**src/rtl/op_sequencer.sv**
```systemverilog
// op_sequencer: SM83 instruction sequencer.
// Owns the instruction register, micro-step counter, CB-prefix mode, IME with
// one-opcode EI delay, HALT and vectored interrupt dispatch. It feeds
// ir/step/cb_mode/int_mode to the decoder.
// Ports:
//   clk, rst            clock, synchronous active-low reset
//   d_in                data bus (opcode byte at fetch)
//   done                decoder: last step of current opcode
//   is_cond/cond        decoder: conditional step, 0=NZ 1=Z 2=NC 3=C
//   next_cond           step loaded when the condition is not met
//   f_z, f_c            current Z/C flags
//   halt_req/ei/di/reti decoder opcode class, sampled with done
//   irq_pending         IE & IF, level, bit 0 highest priority
//   ir, step, cb_mode   decoder context
//   int_mode, halted    dispatch in progress / core halted
//   ime                 interrupt master enable
//   irq_ack             one-hot single-cycle IF clear pulse
//   irq_vec             dispatch vector, valid while int_mode
module op_sequencer #(
  parameter int unsigned STEP_W    = 3,
  parameter int unsigned NUM_IRQ   = 5,
  parameter int unsigned INT_STEPS = 5,
  parameter logic [7:0]  VEC_BASE  = 8'h40
) (
  input  logic                clk,
  input  logic                rst,
  input  logic [7:0]          d_in,
  input  logic                done,
  input  logic                is_cond,
  input  logic [1:0]          cond,
  input  logic [STEP_W-1:0]   next_cond,
  input  logic                f_z,
  input  logic                f_c,
  input  logic                halt_req,
  input  logic                ei,
  input  logic                di,
  input  logic                reti,
  input  logic [NUM_IRQ-1:0]  irq_pending,
  output logic [7:0]          ir,
  output logic [STEP_W-1:0]   step,
  output logic                cb_mode,
  output logic                int_mode,
  output logic                halted,
  output logic                ime,
  output logic [NUM_IRQ-1:0]  irq_ack,
  output logic [7:0]          irq_vec
);

  localparam logic [1:0] S_RUN  = 2'd0;
  localparam logic [1:0] S_HALT = 2'd1;
  localparam logic [1:0] S_INT  = 2'd2;

  localparam logic [STEP_W-1:0] STEP_INC  = {{(STEP_W-1){1'b0}}, 1'b1};
  // Ack/vector are registered on the edge that enters step 2 so they are
  // visible together with step==2.
  localparam logic [STEP_W-1:0] STEP_PRE_ACK = STEP_INC;
  localparam logic [STEP_W-1:0] STEP_LAST    = STEP_W'(INT_STEPS - 1);

  logic [1:0]         state;
  logic               ei_pend;
  logic               cond_met;
  logic               ime_eff;
  logic               irq_any;
  logic               ime_upd;
  logic               ep_upd;
  logic               found;
  logic [NUM_IRQ-1:0] ack_n;
  logic [7:0]         vec_n;

  always_comb begin
    cond_met = 1'b0;
    case (cond)
      2'd0: cond_met = !f_z;
      2'd1: cond_met = f_z;
      2'd2: cond_met = !f_c;
      2'd3: cond_met = f_c;
      default: cond_met = 1'b0;
    endcase
  end

  assign irq_any = |irq_pending;
  // DI takes effect on this very done; a pending EI does not.
  assign ime_eff = ime && !di;

  // IME bookkeeping at done; DI is applied last so it cancels everything.
  always_comb begin
    ime_upd = ime;
    ep_upd  = ei_pend;
    if (ei_pend) begin
      ime_upd = 1'b1;
      ep_upd  = 1'b0;
    end
    if (ei)   ep_upd  = 1'b1;
    if (reti) ime_upd = 1'b1;
    if (di) begin
      ime_upd = 1'b0;
      ep_upd  = 1'b0;
    end
  end

  // Lowest set pending bit wins.
  always_comb begin
    found = 1'b0;
    ack_n = '0;
    vec_n = '0;
    for (int unsigned i = 0; i < NUM_IRQ; i++) begin
      if (irq_pending[i] && !found) begin
        found    = 1'b1;
        ack_n[i] = 1'b1;
        vec_n    = VEC_BASE + 8'(i << 3);
      end
    end
  end

  always_ff @(posedge clk) begin
    if (!rst) begin
      state    <= S_RUN;
      ir       <= '0;
      step     <= '0;
      cb_mode  <= 1'b0;
      int_mode <= 1'b0;
      halted   <= 1'b0;
      ime      <= 1'b0;
      ei_pend  <= 1'b0;
      irq_ack  <= '0;
      irq_vec  <= '0;
    end else begin
      irq_ack <= '0;
      case (state)
        S_RUN: begin
          if (!done) begin
            step <= (is_cond && !cond_met) ? next_cond : step + STEP_INC;
          end else begin
            ei_pend <= ep_upd;
            step    <= '0;
            if (ime_eff && irq_any) begin
              state    <= S_INT;
              int_mode <= 1'b1;
              ime      <= 1'b0;
              cb_mode  <= 1'b0;
            end else begin
              ime <= ime_upd;
              if (halt_req) begin
                state  <= S_HALT;
                halted <= 1'b1;
              end else begin
                ir      <= d_in;
                cb_mode <= (ir == 8'hCB) && !cb_mode;
              end
            end
          end
        end
        S_HALT: begin
          step <= '0;
          if (irq_any) begin
            halted <= 1'b0;
            if (ime) begin
              state    <= S_INT;
              int_mode <= 1'b1;
              ime      <= 1'b0;
            end else begin
              state   <= S_RUN;
              ir      <= d_in;
              cb_mode <= 1'b0;
            end
          end
        end
        S_INT: begin
          step <= step + STEP_INC;
          if (step == STEP_PRE_ACK) begin
            irq_ack <= ack_n;
            irq_vec <= vec_n;
          end
          if (step == STEP_LAST) begin
            state    <= S_RUN;
            ir       <= d_in;
            step     <= '0;
            int_mode <= 1'b0;
          end
        end
        default: state <= S_RUN;
      endcase
    end
  end

endmodule

```
**config.mk**
```make
export PLATFORM = sky130hd
export DESIGN_NAME = op_sequencer
export DESIGN_NICKNAME = d
export VERILOG_FILES = /design/src/rtl/op_sequencer.sv
export SDC_FILE = /design/constraint.sdc
export NUM_CORES = 1
export LEC_CHECK = 0
export BUFFER_PORTS_ARGS = -buffer_cell sky130_fd_sc_hd__buf_2
export CAP_MARGIN = 20
export CORE_MARGIN = 2
export CORE_UTILIZATION = 30
export DETAILED_ROUTE_END_ITERATION = 12
export GPL_ROUTABILITY_DRIVEN = 1
export PLACE_DENSITY_LB_ADDON = 0.12
export SYNTH_ARGS = -nofsm -noshare
export SYNTH_HDL_FRONTEND = slang
export SYNTH_SLANG_ARGS = --single-unit
```
**constraint.sdc**
```tcl
create_clock -name clk -period 3.4 [get_ports clk]
set_input_delay 0.17 -clock clk [delete_from_list [all_inputs] [get_ports clk]]
set_output_delay 0.17 -clock clk [all_outputs]
set_load 0.05 [all_outputs]
```
==> metrics.txt <==
RSZ-0062 raised after global routing=false; drt first pass iters=4; HP Start=d_in[3]; Synth Area in Simple Gates=between 20% and 30%; Total Nets Final=260; die height=74.8 um; fin crit share=61.5%; Sink Count=27; Fin Clk Skew=roughly 0.0022 ns; Placer Congestion=approximately 0.74; Synth warnings=0; PnR worst setup slack=roughly 1.3 ns; worst r2r src=state[0]; crit path time final=~2.1 ns; routed vias=approximately 1400; crit path kind=flop to flop; share of cells above drive strength 1=approximately a quarter; DR iter-0 viols=42; final hold vios=0; H-tree lvl count=1; register area share after synthesis=a little over a third; synthesis-to-layout area growth=22.0%; Initial Util=roughly a third; Die W=between 70 and 80 um; Worst EP arrival=around 2.3 ns; Worst-Skew Late Latency=between 0.2 and 0.3 ns; post-DR wirelength/cell=12.2 um; Final HPWL DP=2710 um; Critical Path Source=state[0]; remaining antenna violation count=0; vias in the first global route=approximately 1300; gate count after technology mapping=between 150 and 200; setup slack at placement=~1.3 ns; relative slew slack=a little over three fifths; Post CTS Setup Buffer Count=0; CP required=around 3.6 ns; Core Area=0.00479 mm2; Worst setup EP type=flop; clk root buf=clkbuf_8; antenna violations before repair=0; Post-synth EDFFs=0; HP Class=input pin to flop; mux share of post-synthesis cell area=between 10% and 20%; GRT Overall Usage=about an eighth; PwrDens=roughly 400 mW/mm2; post-synth top area cell=dfxtp_1; Max Clock Freq=0.478 GHz; PortBufs=51; area share of the largest cell type after synthesis=between 30% and 40%; post-synthesis async set-or-reset flop share=0%; Vias/cell=4.74; die area=approximately 0.0056 mm2; GRT overflow=0; ys flop type=dfxtp_1; std cell rows=25; startpoint types=flop; CTS Hold Bufs=0; setup_tns=0 ns; first-pass GRT wire length=5710 um; Post-CTS Resized=0; critical-path maximum fanout=8; total CTS buffers=3; antenna cell count=0; worst r2r path cells=6; WL final=around 3600 um; largest net degree at the start of global routing=31; Max Cap Viol=0; Worst-Margin Slew=0.550 ns; xor and xnor area share after synthesis=less than 1%; Worst Hold Path Cells=3; Worst VDD drop=0.205 mV; Power Total=0.000736 W; largest cells by area after synthesis=dfxtp_1 36%, mux2i_1 8.7%, nand2_1 8.0%; clock tree from TritonCTS=done; Leakage=roughly 0.86 nW; Mean Syn Cell Area=8.50 um2; setup violators final=0; synthesized area=0.00150 mm2; clk slew on worst S/H paths=~0.09 ns; Remaining DRCs=0; Adder-Cell Fraction of Synth Area=between 5 and 6%; status=finished, final reports clean; Compound-Gate Fraction of Synth Area=15.3%; Clock Path Buffers=2; Yosys reg bits=27; main combinational cell family by area after synthesis=simple AND/OR/NAND/NOR gates; Final Max Tran Viols=0; num ports=56; Cell variety after synth=50
==> routing by layer <==
layer | routed length, um | GRT usage, % | vias to the layer above
met3 | 226 | 3.48 | 5
met5 | 0 | 0 | -
met1 | 1870 | 18.8 | 612
met2 | 1420 | 19.6 | 43
li1 | - | - | 719
met4 | 31 | 3.77 | 0
==> synth_stat cells (2+ instances only) <==
| library cell | number |
|---|---|
| dfxtp_1 | 27 |
| mux2_1 | 2 |
| inv_1 | 8 |
| a221oi_1 | 3 |
| ha_1 | 7 |
| nand4_1 | 2 |
| nand3b_1 | 2 |
| nor4b_1 | 3 |
| a31oi_1 | 4 |
| nor2b_1 | 3 |
| nand3_1 | 4 |
| and3_1 | 4 |
| clkbuf_1 | 5 |
| o21a_1 | 3 |
| nor3_1 | 3 |
| mux2i_1 | 13 |
| nor2_1 | 13 |
| a2bb2oi_1 | 2 |
| a21oi_1 | 3 |
| buf_4 | 4 |
| nand2b_1 | 2 |
| nand2_1 | 32 |
==> cell usage in the layout (no fill, tap or decap), types with 4 or more instances in the layout <==
cell,count
and3_1,4
nor2_1,13
dfxtp_1,27
ha_1,7
conb_1,4
nand2_1,32
inv_1,8
buf_2,51
nand3_1,4
mux2i_1,13
a31oi_1,4
==> final timing paths <==
check | to | slack, ns
worst max-delay path | ir[7] | 1.31
worst min-delay path | ir[3] | 0.13
worst max register to register | ir[7] | 1.31
worst min register to register | irq_vec[4] | 0.47
==> report_power, final <==
group	switching, W	total, W	internal [W]	leakage (nW)
logic	0.000139	0.000208	0.0000691	0.617
clock network	0.0000965	0.000180	0.0000839	0.0228
registers	0.0000147	0.000348	0.000333	0.220
==> through the flow <==
stage	std cells	util [%]	instance area, um2	hold slack, ns
floorplan	180	-	1520	0.247
global placement	287	37.4	1790	0.424
detailed placement	287	37.4	1790	0.423
CTS	291	38.4	1840	0.119
global route	291	38.4	1840	0.132
finish	291	38.4	1840	0.132
==> final cells by class <==
cell class,count,area [um2]
Clock buffer,4,45.0
Fill cell,519,2950
Inverter,8,30.0
Multi-Input combinational cell,134,881
Sequential cell,27,541
Tap cell,67,83.8
Timing Repair Buffer,51,255
==> critical path: stages (launching register included) <==
cell and delay [ns]:
dfxtp_1 0.39, inv_1 0.08, ha_1 0.24, a21boi_1 0.20
nor3_1 0.32, and4_1 0.56, mux2i_1 0.23
==> flip-flops by register name (all words and copies together) (netlist names) <==
register,cells
cb_mode,1
ei_pend,1
halted,1
ime,1
int_mode,1
ir,8
irq_ack,5
irq_vec,4
state,2
step,3
==> logic make-up (layout without fill, tap and decap cells) <==
group | Yosys count | count (layout)
and+or+nand+nor | 77 | 77
buffers and inverters | 19 | 63
muxes | 15 | 15
xor gates and xnor gates | 1 | 1
AOI/OAI and AO/OA | 30 | 30
adders and majority gates | 7 | 7
DFF | 27 | 27
other | 1 | 4
Note: power is estimated with default switching activity, not from simulation.
